[config.mk]
export PLATFORM = sky130hd
export DESIGN_NAME = pc_sequencer_flat
export DESIGN_NICKNAME = d
export VERILOG_FILES = /design/src/rtl/pc_sequencer_if.sv /design/src/rtl/pc_sequencer.sv /design/src/flat_wrapper.sv
export SDC_FILE = /design/constraint.sdc
export NUM_CORES = 1
export LEC_CHECK = 0
export ABC_CLOCK_PERIOD_IN_PS = 2480
export CAP_MARGIN = 20
export CORE_MARGIN = 2
export CORE_UTILIZATION = 33
export CTS_CLUSTER_SIZE = 24
export DETAILED_ROUTE_END_ITERATION = 10
export GPL_TIMING_DRIVEN = 0
export MAX_ROUTING_LAYER = met4
export PLACE_DENSITY = 0.55
export SLEW_MARGIN = 30
export SYNTH_ARGS = -nofsm -noshare
export SYNTH_HDL_FRONTEND = slang
export SYNTH_SLANG_ARGS = --single-unit
[constraint.sdc]
create_clock -name clk -period 2.48 [get_ports clk]
set_input_delay 0.372 -clock clk [delete_from_list [all_inputs] [get_ports clk]]
set_output_delay 0.372 -clock clk [all_outputs]
set_load 0.1 [all_outputs]
[src/rtl/pc_sequencer_if.sv]
// pc_sequencer_if
// Groups the program-counter sequencing bus between a core (master) and the
// PC sequencer (slave). Signal prefixes are from the sequencer's point of view.
//   i_pc_cur         current PC register value
//   i_stall          hold the PC this cycle
//   i_branch_taken   redirect to i_branch_target
//   i_branch_target  redirect / call destination
//   i_call, i_ret    subroutine call / return requests
//   i_halt, i_resume enter / leave the halted state
//   o_pc_next        value loaded into the PC when o_pc_enable is high
//   o_pc_enable      PC register load enable
//   o_flush          bubble cycle following a redirect
//   o_halted         high while halted
//   o_ras_overflow   sticky: call pushed onto a full return-address stack
//   o_ras_underflow  sticky: return requested with an empty stack
interface pc_sequencer_if #(
  parameter int BITSIZE = 11
);
  logic [BITSIZE-1:0] i_pc_cur;
  logic               i_stall;
  logic               i_branch_taken;
  logic [BITSIZE-1:0] i_branch_target;
  logic               i_call;
  logic               i_ret;
  logic               i_halt;
  logic               i_resume;
  logic [BITSIZE-1:0] o_pc_next;
  logic               o_pc_enable;
  logic               o_flush;
  logic               o_halted;
  logic               o_ras_overflow;
  logic               o_ras_underflow;

  modport master (
    output i_pc_cur, i_stall, i_branch_taken, i_branch_target,
           i_call, i_ret, i_halt, i_resume,
    input  o_pc_next, o_pc_enable, o_flush, o_halted,
           o_ras_overflow, o_ras_underflow
  );

  modport slave (
    input  i_pc_cur, i_stall, i_branch_taken, i_branch_target,
           i_call, i_ret, i_halt, i_resume,
    output o_pc_next, o_pc_enable, o_flush, o_halted,
           o_ras_overflow, o_ras_underflow
  );
endinterface

[src/rtl/pc_sequencer.sv]
// pc_sequencer
// Computes the next program-counter value and its load enable each cycle,
// handling stalls, branches, call/return through a circular return-address
// stack (RAS), a one-cycle flush bubble after every redirect, and halt/resume.
// Ports:
//   clk    clock, all state updates on the rising edge
//   reset  synchronous active-high reset
//   bus    pc_sequencer_if slave modport (see the interface for signal list)
module pc_sequencer #(
  parameter int BITSIZE   = 11,
  parameter int RAS_DEPTH = 4
) (
  input logic           clk,
  input logic           reset,
  pc_sequencer_if.slave bus
);

  localparam int PTR_W = (RAS_DEPTH > 1) ? $clog2(RAS_DEPTH) : 1;
  localparam logic [PTR_W:0] FULL_COUNT = (PTR_W + 1)'(RAS_DEPTH);

  localparam logic [1:0] ST_IDLE  = 2'd0;
  localparam logic [1:0] ST_RUN   = 2'd1;
  localparam logic [1:0] ST_FLUSH = 2'd2;
  localparam logic [1:0] ST_HALT  = 2'd3;

  logic [1:0]         r_state;
  logic [1:0]         w_state_next;

  logic [BITSIZE-1:0] r_ras [RAS_DEPTH];
  logic [PTR_W-1:0]   r_ptr;
  logic [PTR_W:0]     r_count;
  logic               r_overflow;
  logic               r_underflow;

  logic [PTR_W-1:0]   w_top_idx;
  logic [BITSIZE-1:0] w_top;
  logic [BITSIZE-1:0] w_pc_inc;
  logic               w_ras_empty;
  logic               w_push;
  logic               w_pop;
  logic               w_underflow_set;

  logic [BITSIZE-1:0] w_pc_next;
  logic               w_pc_enable;
  logic               w_flush;
  logic               w_halted;

  // r_ptr always points at the next free slot, so the top of stack sits one
  // below it. Once the stack is full the pointer has wrapped onto the oldest
  // entry, which is exactly the slot a further push should overwrite.
  assign w_top_idx   = r_ptr - PTR_W'(1);
  assign w_top       = r_ras[w_top_idx];
  assign w_pc_inc    = bus.i_pc_cur + BITSIZE'(1);
  assign w_ras_empty = (r_count == '0);

  // Next-state and output decode. Outputs default to "hold the PC" so every
  // path with pc_enable low also presents pc_next equal to pc_cur.
  always_comb begin
    w_state_next    = r_state;
    w_pc_next       = bus.i_pc_cur;
    w_pc_enable     = 1'b0;
    w_flush         = 1'b0;
    w_halted        = 1'b0;
    w_push          = 1'b0;
    w_pop           = 1'b0;
    w_underflow_set = 1'b0;

    case (r_state)
      ST_IDLE: begin
        w_state_next = ST_RUN;
      end

      ST_RUN: begin
        if (bus.i_halt) begin
          w_state_next = ST_HALT;
        end else if (bus.i_ret) begin
          if (!w_ras_empty) begin
            w_pc_next    = w_top;
            w_pc_enable  = 1'b1;
            w_pop        = 1'b1;
            w_state_next = ST_FLUSH;
          end else begin
            // A return with nothing to return to degrades to a plain step.
            w_underflow_set = 1'b1;
            w_pc_next       = w_pc_inc;
            w_pc_enable     = 1'b1;
          end
        end else if (bus.i_call) begin
          w_push       = 1'b1;
          w_pc_next    = bus.i_branch_target;
          w_pc_enable  = 1'b1;
          w_state_next = ST_FLUSH;
        end else if (bus.i_branch_taken) begin
          w_pc_next    = bus.i_branch_target;
          w_pc_enable  = 1'b1;
          w_state_next = ST_FLUSH;
        end else if (!bus.i_stall) begin
          w_pc_next   = w_pc_inc;
          w_pc_enable = 1'b1;
        end
      end

      ST_FLUSH: begin
        w_flush      = 1'b1;
        w_state_next = bus.i_halt ? ST_HALT : ST_RUN;
      end

      ST_HALT: begin
        w_halted = 1'b1;
        if (bus.i_resume) begin
          w_state_next = ST_RUN;
        end
      end

      default: begin
        w_state_next = ST_IDLE;
      end
    endcase
  end

  // State register.
  always_ff @(posedge clk) begin
    if (reset) begin
      r_state <= ST_IDLE;
    end else begin
      r_state <= w_state_next;
    end
  end

  // Stack pointer, occupancy and sticky error flags. A push onto a full
  // stack keeps the count saturated and only raises the overflow flag.
  always_ff @(posedge clk) begin
    if (reset) begin
      r_ptr       <= '0;
      r_count     <= '0;
      r_overflow  <= 1'b0;
      r_underflow <= 1'b0;
    end else begin
      if (w_push) begin
        r_ptr <= r_ptr + PTR_W'(1);
        if (r_count == FULL_COUNT) begin
          r_overflow <= 1'b1;
        end else begin
          r_count <= r_count + (PTR_W + 1)'(1);
        end
      end else if (w_pop) begin
        r_ptr   <= w_top_idx;
        r_count <= r_count - (PTR_W + 1)'(1);
      end
      if (w_underflow_set) begin
        r_underflow <= 1'b1;
      end
    end
  end

  // Stack storage carries no reset; entries are only read when counted valid.
  always_ff @(posedge clk) begin
    if (w_push && !reset) begin
      r_ras[r_ptr] <= w_pc_inc;
    end
  end

  assign bus.o_pc_next       = w_pc_next;
  assign bus.o_pc_enable     = w_pc_enable;
  assign bus.o_flush         = w_flush;
  assign bus.o_halted        = w_halted;
  assign bus.o_ras_overflow  = r_overflow;
  assign bus.o_ras_underflow = r_underflow;

endmodule
[src/flat_wrapper.sv]
// flat-port wrapper written by rule: the top's interface ports become plain ports
module pc_sequencer_flat 
#(
  parameter int BITSIZE   = 11,
  parameter int RAS_DEPTH = 4
)
  (clk, reset, bus_i_pc_cur, bus_i_stall, bus_i_branch_taken, bus_i_branch_target, bus_i_call, bus_i_ret, bus_i_halt, bus_i_resume, bus_o_pc_next, bus_o_pc_enable, bus_o_flush, bus_o_halted, bus_o_ras_overflow, bus_o_ras_underflow);
  pc_sequencer_if #(.BITSIZE(BITSIZE)) bus_i ();
  input logic clk;
  input logic reset;
  input wire logic [$bits(bus_i.i_pc_cur)-1:0] bus_i_pc_cur;
  input wire logic [$bits(bus_i.i_stall)-1:0] bus_i_stall;
  input wire logic [$bits(bus_i.i_branch_taken)-1:0] bus_i_branch_taken;
  input wire logic [$bits(bus_i.i_branch_target)-1:0] bus_i_branch_target;
  input wire logic [$bits(bus_i.i_call)-1:0] bus_i_call;
  input wire logic [$bits(bus_i.i_ret)-1:0] bus_i_ret;
  input wire logic [$bits(bus_i.i_halt)-1:0] bus_i_halt;
  input wire logic [$bits(bus_i.i_resume)-1:0] bus_i_resume;
  output wire logic [$bits(bus_i.o_pc_next)-1:0] bus_o_pc_next;
  output wire logic [$bits(bus_i.o_pc_enable)-1:0] bus_o_pc_enable;
  output wire logic [$bits(bus_i.o_flush)-1:0] bus_o_flush;
  output wire logic [$bits(bus_i.o_halted)-1:0] bus_o_halted;
  output wire logic [$bits(bus_i.o_ras_overflow)-1:0] bus_o_ras_overflow;
  output wire logic [$bits(bus_i.o_ras_underflow)-1:0] bus_o_ras_underflow;
  assign bus_i.i_pc_cur = bus_i_pc_cur;
  assign bus_i.i_stall = bus_i_stall;
  assign bus_i.i_branch_taken = bus_i_branch_taken;
  assign bus_i.i_branch_target = bus_i_branch_target;
  assign bus_i.i_call = bus_i_call;
  assign bus_i.i_ret = bus_i_ret;
  assign bus_i.i_halt = bus_i_halt;
  assign bus_i.i_resume = bus_i_resume;
  assign bus_o_pc_next = bus_i.o_pc_next;
  assign bus_o_pc_enable = bus_i.o_pc_enable;
  assign bus_o_flush = bus_i.o_flush;
  assign bus_o_halted = bus_i.o_halted;
  assign bus_o_ras_overflow = bus_i.o_ras_overflow;
  assign bus_o_ras_underflow = bus_i.o_ras_underflow;
  pc_sequencer #(.BITSIZE(BITSIZE), .RAS_DEPTH(RAS_DEPTH)) u_core (.clk(clk), .reset(reset), .bus(bus_i));
endmodule
; Word level (Yosys, flattened, before mapping)
; Memory sizes are Yosys's and may differ from the RTL's.
; Cells that the tools add are included.
[classes]
mux = 42
n_addsub = 5
eq_ne = 8
reduce_logical = 8
[op_table]
columns = operator, count
row1 = $mux 11, 7
row2 = $mux 1, 22
row3 = $mux 2, 9
row4 = $add 11x1->11 const B, 1
row5 = $mux 3, 3
row6 = $pmux 2 s4, 1
row7 = $ne 5x5->1 const B, 1
row8 = $eq 2x2->1 const B, 2
row9 = $ne 2x2->1 const B, 2
row10 = $ne 4x4->1 const B, 1
row11 = $reduce_and 2->1, 2
row12 = $add 3x1->3 const B, 1
row13 = $eq 3x3->1 const B, 1
row14 = $logic_not 3->1, 1
row15 = $reduce_and 3->1, 1
row16 = $sub 3x1->3 const B, 1
row17 = $add 2x1->2 const B, 1
row18 = $eq 2x1->1 const B, 1
row19 = $logic_not 2->1, 1
row20 = $reduce_bool 2->1, 1
row21 = $sub 2x1->2 const B, 1
row22 = $logic_and 1x1->1, 1
row23 = $logic_not 1->1, 1
[totals]
mem_count = 1
output_inout_bits = 16
word_cells = 69
regBits = 9
mem_bits_rw = 44
[memory_table]
columns = memory, words, word_bits, read_ports, rd_ports_with_merged_regs, write_ports, line
row1 = u_core.r_ras, 4, 11, 1, 0, 1, pc_sequencer.sv:29  ; logic [BITSIZE-1:0] r_ras [RAS_DEPTH];

; Logic depth before layout (Yosys ltp)
; Gate-level depths: netlist of run 1.
[logic_depth]
depth_word = 7
depth_mapped = 8
depth_no_buf = 7

; Worst setup path before layout of run 1
; Ideal clock, no wire load.
[synth_timing]
path_kind = register -> output
from = reg u_core.r_state[1]
to = out bus_o_pc_next[2]
n_path_buf = 1
path_stages_with_launch = 8
path_slack_ns = -2.050
required_ns = 2.108
arrival_ns = 4.158
cell_sequence = dfxtp_1 -> inv_1 -> ha_1 -> nor2b_1 -> buf_1 -> o21a_1 -> a21oi_1 -> a211oi_1
[synth_between]
elab_chain_cells = 2
[synth_rtl]
columns = item, line
row1 = from (decl), pc_sequencer.sv:26  ; logic [1:0] r_state;
row2 = from (signal assigned), pc_sequencer.sv:126  ; r_state <= w_state_next;
row3 = $eq 2x1->1, pc_sequencer.sv:68  ; case (r_state)
row4 = $mux 11, pc_sequencer.sv:68
row5 = to (decl), flat_wrapper.sv:19  ; output wire logic [$bits(bus_i.o_pc_next)-1:0] bus_o_pc_next;
; No other way between the ends.

; Worst setup path in the final report of run 1
[layout_timing]
from = reg u_core.r_ptr[0]
to = out bus_o_pc_next[0]
[layout_between]
elab_chain_cells = 6
[layout_rtl]
columns = item, line
row1 = from (decl), pc_sequencer.sv:30  ; logic [PTR_W-1:0] r_ptr;
row2 = from (signal assigned), pc_sequencer.sv:140  ; r_ptr <= r_ptr + PTR_W'(1);
row3 = from (signal assigned), pc_sequencer.sv:147  ; r_ptr <= w_top_idx;
row4 = $sub 2x1->2, pc_sequencer.sv:51  ; assign w_top_idx = r_ptr - PTR_W'(1);
row5 = $mem_v2 4x11, -
row6 = $mux 11, pc_sequencer.sv:77  ; if (!w_ras_empty) begin
row7 = $mux 11, pc_sequencer.sv:76  ; end else if (bus.i_ret) begin
row8 = $mux 11, pc_sequencer.sv:74  ; if (bus.i_halt) begin
row9 = $mux 11, pc_sequencer.sv:68
; No other way between the ends.

==> impl_results.md, run 1 <==
- Outcome: finished with violations
- Failing checks: setup timing
- Commonest non-fill, non-tap cells in the layout: sky130_fd_sc_hd__edfxtp_1 (44), sky130_fd_sc_hd__nor2_1 (19), sky130_fd_sc_hd__buf_4 (17), sky130_fd_sc_hd__clkdlybuf4s50_1 (17)
- Worst Hold Launch: u_core.bus.o_ras_underflow
- Number of antenna violations at the first check in global routing: 0
- Commonest register cell after synthesis: sky130_fd_sc_hd__edfxtp_1
- Worst min-delay path class: register to register
- Reg2Reg Capture Point: u_core.r_ras[2][10]
- Yosys warns: 0
- Routed wire per std cell: 17.97 um
- Antenna cell count: 0
- Total Power Consumption: 2.692 mW
- Data required, critical path: 2110 ps
- Most common cell after layout, fill and taps aside: sky130_fd_sc_hd__edfxtp_1
- Cell Area, Synth: 3157 um2
- WHS: 487.7 ps
- Total Die Area: 10360 um2
- Worst-Margin Slew: 967.7 ps
- Vias in the first global route: 2468
- Kind of launch point of the worst setup path: register
- Vertical die dimension: 101.8 um
- Number of synthesized flops with an enable pin: 44
- Port Buffer Count: 40
- Destination of the worst hold path: u_core.bus.o_ras_underflow
- CTS tree: built
- Number of remaining DRC errors: 0
- Antenna-violating nets left: 0
- Count of state elements after synthesis: 53
- Total congestion overflow after global routing: 0
- Routed WL: 8444 um
- Maximum clock frequency: 388.8 MHz
- Fraction of post-synthesis cell area in the top cell type by area: 0.4185
- Maximum fanout count along the critical path: 6
- Final setup violation count: 7
- Crit. End Element: output pin
- Final clock period utilization by the worst path: 1.037
- Wire length of the first global-routing pass: 13340 um
- Path depth of the worst reg2reg path: 5
- Cell count after placement: 447
- VDD IR max: 0.2423 mV
- Sequential fraction of the synthesis area: 0.4756
- Clock buffer depth: 2
- R2r setup slk: 430 ps
- Number of top-level pins: 46
- Core region area: 9240 um2
- Total count of hold-check failures in the final report: 0
- Post-Layout Cell Count: 470
- Worst slew margin relative to its limit: 0.3529
- Horizontal extent of the die: 101.8 um
- Number of max-slew violations in the final report: 0
- Number of instances on the worst hold path: 2
- Cells after synthesis: 278
- Data arrival time of the critical path: 2200 ps
- Power per Cell Area: 622.4 nW/um2
- Total number of H-tree levels: 2
- Number of DRC markers after the initial detailed-route iteration: 94
- Drt first pass iters: 4
- Slack of the critical path: -91.70 ps
- Number of library cell types mapped by synthesis: 68
- Area Overhead vs Synth: 36.98%
- Async SR Flop Fraction: 0
- Worst flop-to-flop path startpoint: u_core.r_state[1]
- Time the final worst path needs with I/O delays and setup: 2572 ps
- Max-capacitance violation count: 0
- Setup repair after global routing missed its margin: true
- Global router's overall resource usage: 0.1755
- HPWL after DPL: 6094 um
- Mean number of vias per cell: 5.317
- Site Rows: 35
- Fraction of layout instances using a drive strength above 1: 0.3372
- Starting density of the core: 0.3416
- Area leader, netlist: sky130_fd_sc_hd__edfxtp_1
- Area contributors post-synth: sky130_fd_sc_hd__edfxtp_1 (42%), sky130_fd_sc_hd__mux4_2 (7.1%), sky130_fd_sc_hd__dfxtp_1 (5.7%)
- Synthesized area per cell: 11.36 um2
- Synthesized netlist net count: 317
- DR vias: 2499
- Later-pin clock latency in the skew report: 300 ps
- Library cell used as clock root buffer: sky130_fd_sc_hd__clkbuf_8
- Final setup skew: 10.62 ps
- Clock buffers created by TritonCTS: 5
- Maximum number of pins on one net before global-route repair: 19
- Number of clock sinks: 53
- Net total in the final layout: 379
- CTS clock-pin slew for the worst setup and hold paths: 100 ps
- Routability congestion estimate from global placement: 0.8458
- Crit Path Class: register to output pin
- Leakage power: 1.490 nW
repair_timing:
action | CTS | global route
buffers inserted | 14 | 2
setup endpoints to repair | 13 | 13
hold buffers | 0 | 0
resized for setup | 143 | 23
pin swaps | 10 | 5
synth_stat cells (all sizes together) (2+ instances only):
library cell  instances
nor3b                 4
a21oi                 9
xnor2                 4
a211oi                4
buf                   9
nor3                  9
nand2b                4
xor2                  6
mux4                 11
o21ai                12
or2                   3
clkbuf               11
nand4                 7
inv                   9
or4                   3
a221oi                2
nor4                  2
or3                   4
a211o                 3
nand2                13
and2                  6
o21a                  5
o31ai                 3
or3b                  2
dfxtp                 9
nand3b                4
ha                    8
o211ai                2
a31oi                 3
a311o                 2
nand3                12
nor2                 21
edfxtp               44
a41oi                 3
o31a                  2
per-layer routing:
metal  part of all wire  GRT usage  up-vias
li1                   -          -     1203
met1               0.46     0.2334     1217
met2               0.47     0.2763       63
met3              0.048    0.03244       16
met4              0.017    0.04678        0
met5                  0          -        -
report_power, final:
part | total [mW] | internal [mW] | switching, mW
logic | 1.17 | 0.469 | 0.704
clock network | 0.497 | 0.206 | 0.291
registers | 1.02 | 0.992 | 0.0294
final cells by class:
| type | instances | area [um2] |
|---|---|---|
| timing repair buffer | 56 | 586.8 |
| tap | 129 | 161.4 |
| clock buffer | 5 | 68.82 |
| multi-input combinational | 196 | 1732 |
| sequential | 53 | 1513 |
| buffer | 19 | 197.7 |
| clock inverter | 3 | 26.28 |
| fill | 841 | 4916 |
| inverter | 9 | 38.79 |
flip-flops by register name, summed over array words and instances, names as in the netlist:
name,cells
u_core.bus.o_ras_underflow,1
u_core.r_ras,44
u_core.r_ptr,2
u_core.r_count,3
u_core.r_state,2
u_core.bus.o_ras_overflow,1
critical path, stage by stage (launching register included):
cell and delay [ps]:
sky130_fd_sc_hd__dfxtp_4 360, sky130_fd_sc_hd__buf_12 120, sky130_fd_sc_hd__inv_6 40, sky130_fd_sc_hd__ha_4 200
sky130_fd_sc_hd__clkbuf_16 160, sky130_fd_sc_hd__buf_4 130, sky130_fd_sc_hd__mux4_2 240, sky130_fd_sc_hd__o32ai_2 100
sky130_fd_sc_hd__a221oi_4 310, sky130_fd_sc_hd__buf_12 210
through the flow:
step	worst slack (ps)	setup TNS [ps]	utilization	cell area, um2
after floorplan	-668.7	-1907	-	3314
after global placement	-1499	-25300	0.4195	3876
after detailed placement	-1487	-25800	0.4195	3876
after CTS	-100.6	-302.0	0.4632	4280
after global routing	-172.2	-1035	0.4680	4324
final	-91.70	-322.7	0.4680	4324
cells by family (layout without fill, tap and decap cells):
logic type,count (synthesis),count (layout),synth area share
simple gates,101,101,0.1835
flops,53,53,0.4756
fa+ha+maj,9,9,0.03805
xor+xnor,10,10,0.02774
mux,12,12,0.08284
compound gates,64,64,0.1451
buf+inv,29,92,0.04716
worst max-delay path by stage:
stage / start / to / slack [ps] / depth (start not counted)
after floorplan: u_core.r_ptr[0] / bus_o_pc_next[7] / -670 / 8
after global placement: bus_i_pc_cur[1] / bus_o_pc_next[8] / -1500 / 7
after detailed placement: bus_i_pc_cur[1] / bus_o_pc_next[8] / -1490 / 7
after CTS: u_core.r_ptr[0] / bus_o_pc_next[5] / -100 / 9
after global routing: u_core.r_ptr[0] / bus_o_pc_next[5] / -170 / 9
final: u_core.r_ptr[0] / bus_o_pc_next[0] / -90 / 9
Note: power is estimated with default switching activity, not from simulation.
==> run 2, diff against run 1 <==
- ABC_AREA: unset -> 1
- CAP_MARGIN: 20 -> unset
==> impl_results.md, run 2 <==
- Slack of the critical path: 121.5 ps (was -91.70 ps)
- Outcome: complete, no violations (was finished with violations)
- Final setup violation count: 0 (was 7)
- Biggest regs: u_core.r_ras x44, u_core.r_count x3 (unchanged)
- Site Rows: 35 (unchanged)
- Cells after synthesis: 373 (was 278)
- Core region area: 9065 um2 (was 9240 um2)
- Total placed instance area: 3819 um2 (was 3876 um2)
- Count of hold buffers inserted by post-cts repair: 0 (unchanged)
- Routed WL: 8343 um (was 8444 um)
- CTS tree: built (unchanged)
- Most common cell after layout, fill and taps aside: sky130_fd_sc_hd__nand2_1 (was sky130_fd_sc_hd__edfxtp_1)
- HPWL after DPL: 5886 um (was 6094 um)
- DR vias: 2748 (was 2499)
- Fraction of post-synthesis cell area in the top cell type by area: 0.4347 (was 0.4185)
- Commonest non-fill, non-tap cells in the layout: sky130_fd_sc_hd__nand2_1 (83), sky130_fd_sc_hd__nor2_1 (47), sky130_fd_sc_hd__edfxtp_1 (44) (was sky130_fd_sc_hd__edfxtp_1 (44), sky130_fd_sc_hd__nor2_1 (19), sky130_fd_sc_hd__buf_4 (17), sky130_fd_sc_hd__clkdlybuf4s50_1 (17))
- WHS: 454.3 ps (was 487.7 ps)
- Vias in the first global route: 2682 (was 2468)
- Count of state elements after synthesis: 53 (unchanged)
- Fraction of layout instances using a drive strength above 1: 0.2717 (was 0.3372)
- VDD IR max: 0.4693 mV (was 0.2423 mV)
- Number of top-level pins: 46 (unchanged)
- Maximum number of pins on one net before global-route repair: 17 (was 19)
- Number of remaining DRC errors: 0 (unchanged)
- Worst min-delay path class: register to register (unchanged)
- Clock buffer depth: 2 (unchanged)
- Kind of launch point of the worst setup path: register (unchanged)
- Yosys warns: 0 (unchanged)
- Leakage power: 1.706 nW (was 1.490 nW)
- Final setup skew: 9.928 ps (was 10.62 ps)
- Worst-Margin Slew: 961.5 ps (was 967.7 ps)
- Setup repair after global routing missed its margin: false (was true)
- Wire length of the first global-routing pass: 13390 um (was 13340 um)
- Maximum clock frequency: 424.0 MHz (was 388.8 MHz)
- Starting density of the core: 0.3353 (was 0.3416)
- Async SR Flop Fraction: 0 (unchanged)
- Most frequent cell after synthesis: sky130_fd_sc_hd__nand2_1 (was sky130_fd_sc_hd__edfxtp_1)
- Crit Path Class: register to output pin (unchanged)
- Number of max-slew violations in the final report: 0 (unchanged)
- Synthesized netlist net count: 412 (was 317)
- Port Buffer Count: 45 (was 40)
- Commonest register cell after synthesis: sky130_fd_sc_hd__edfxtp_1 (unchanged)
- Power per Cell Area: 767.0 nW/um2 (was 622.4 nW/um2)
- Ranking of synthesized cells by instance count: sky130_fd_sc_hd__nand2_1 (88), sky130_fd_sc_hd__nor2_1 (54), sky130_fd_sc_hd__edfxtp_1 (44) (was sky130_fd_sc_hd__edfxtp_1 (44), sky130_fd_sc_hd__nor2_1 (21), sky130_fd_sc_hd__nand2_1 (13))
- Drt first pass iters: 4 (unchanged)
- Maximum fanout count along the critical path: 6 (unchanged)
- Number of antenna violations at the first check in global routing: 0 (unchanged)
- Global router's overall resource usage: 0.1771 (was 0.1755)
- Worst slew margin relative to its limit: 0.3570 (was 0.3529)
- Cell Area, Synth: 3039 um2 (was 3157 um2)
- Time the final worst path needs with I/O delays and setup: 2359 ps (was 2572 ps)
- Library cell used as clock root buffer: sky130_fd_sc_hd__clkbuf_8 (unchanged)
- Sequential fraction of the synthesis area: 0.4940 (was 0.4756)
- Total congestion overflow after global routing: 0 (unchanged)
- CTS clock-pin slew for the worst setup and hold paths: 90 ps (was 100 ps)
- Number of clock sinks: 53 (unchanged)
- Horizontal extent of the die: 99.97 um (was 101.8 um)
- Number of library cell types mapped by synthesis: 33 (was 68)
- Crit. End Element: output pin (unchanged)
- Net total in the final layout: 476 (was 379)
- Largest register FFs: 44 (unchanged)
- Pre-CTS WS: -1249 ps (was -1487 ps)
- Total number of H-tree levels: 2 (unchanged)
- Area contributors post-synth: sky130_fd_sc_hd__edfxtp_1 (43%), sky130_fd_sc_hd__nand2_1 (11%), sky130_fd_sc_hd__nor2_1 (6.7%) (was sky130_fd_sc_hd__edfxtp_1 (42%), sky130_fd_sc_hd__mux4_2 (7.1%), sky130_fd_sc_hd__dfxtp_1 (5.7%))
- Max-capacitance violation count: 0 (unchanged)
- Share of the core filled with cells in the final layout: 0.4777 (was 0.4680)
- Number of synthesized flops with an enable pin: 44 (unchanged)
- Routability congestion estimate from global placement: 0.8221 (was 0.8458)
- Synthesized area per cell: 8.148 um2 (was 11.36 um2)
- Number of DRC markers after the initial detailed-route iteration: 137 (was 94)
- Data required, critical path: 2110 ps (about the same)
- Area Overhead vs Synth: 42.49% (was 36.98%)
- Summed negative setup slack over all endpoints: 0 ps (was -322.7 ps)
- Total count of hold-check failures in the final report: 0 (unchanged)
- Antenna-violating nets left: 0 (unchanged)
- Largest Register: u_core.r_ras (unchanged)
- Area leader, netlist: sky130_fd_sc_hd__edfxtp_1 (unchanged)
- Vertical die dimension: 99.97 um (was 101.8 um)
- Antenna cell count: 0 (unchanged)
- Final clock period utilization by the worst path: 0.9510 (was 1.037)
- Routed wire per std cell: 15.20 um (was 17.97 um)
- Later-pin clock latency in the skew report: 310 ps (was 300 ps)
- Data arrival time of the critical path: 1990 ps (was 2200 ps)
- Mean number of vias per cell: 5.005 (was 5.317)
- Clock buffers created by TritonCTS: 5 (unchanged)
- Finished Cell Area: 4330 um2 (was 4324 um2)
- Total Die Area: 9993 um2 (was 10360 um2)
## run 2: cell count changes in the layout (fill, tap and decap cells not counted), moves of 9 or more
cell / delta
sky130_fd_sc_hd__nand2_1: +72
sky130_fd_sc_hd__nor2_1: +28
sky130_fd_sc_hd__inv_1: +26
sky130_fd_sc_hd__nand3_1: +14
sky130_fd_sc_hd__mux4_2: -10
sky130_fd_sc_hd__a21oi_2: +9
sky130_fd_sc_hd__o21ai_0: +9
## run 2: metrics by stage
stage | total power, mW | instances
final | 3.321 | 549
after global routing | 3.482 | 549
after CTS | 3.307 | 549
after detailed placement | 2.472 | 529
after global placement | 2.463 | 529
after floorplan | 2.125 | 373
## run 2: where the power goes
group / total (mW) / internal, mW / switching [mW]
Clock: 0.575 / 0.297 / 0.277
Sequential: 1.04 / 1.01 / 0.0321
Combinational: 1.71 / 0.608 / 1.10
## run 2: worst paths after layout
kind	from	to	slack, ps	cells past startpoint
max	u_core.r_ptr[1]	bus_o_pc_next[3]	120	9
min	u_core.bus.o_ras_underflow	u_core.bus.o_ras_underflow	450	2
max reg2reg	u_core.r_state[1]	u_core.r_ras[3][8]	390	8
min reg2reg	u_core.bus.o_ras_underflow	u_core.bus.o_ras_underflow	450	2
## run 2: kinds of logic after synthesis
family	Yosys count	synth area share
compound gates	67	0.1227
xor+xnor	5	0.01688
fa+ha+maj	9	0.03952
buf+inv	53	0.07040
flops	53	0.4940
simple gates	186	0.2565
## run 2: per-layer routing
layer | global-route usage | part of all wire | vias to the layer above
met4 | 0.04004 | 0.016 | 0
li1 | - | - | 1370
met1 | 0.2274 | 0.45 | 1284
met2 | 0.3041 | 0.49 | 81
met5 | - | 0 | -
met3 | 0.01880 | 0.044 | 13
## run 2: what timing repair did
action,4_1_cts,5_1_grt
buffers inserted,11,2
gates resized for setup,151,23
endpoints found under the setup margin,12,12
cloned,1,0
pin swaps,24,13
## run 2: final cells by class
| cell class | count | area, um2 |
|---|---|---|
| fill | 848 | 4735 |
| multi-input combinational | 267 | 1653 |
| sequential | 53 | 1509 |
| timing repair buffer | 59 | 663.1 |
| inverter | 40 | 155.1 |
| tap | 111 | 138.9 |
| buffer | 11 | 101.3 |
| clock buffer | 5 | 68.82 |
| clock inverter | 3 | 41.29 |
## run 2: critical path: stages, from the launching register on
cell and delay, ps:
sky130_fd_sc_hd__dfxtp_2 360, sky130_fd_sc_hd__inv_1 80, sky130_fd_sc_hd__ha_4 310, sky130_fd_sc_hd__clkbuf_16 160
sky130_fd_sc_hd__buf_12 100, sky130_fd_sc_hd__o21ai_1 50, sky130_fd_sc_hd__nor2_1 140, sky130_fd_sc_hd__a21oi_2 70
sky130_fd_sc_hd__o221ai_4 200, sky130_fd_sc_hd__buf_12 210
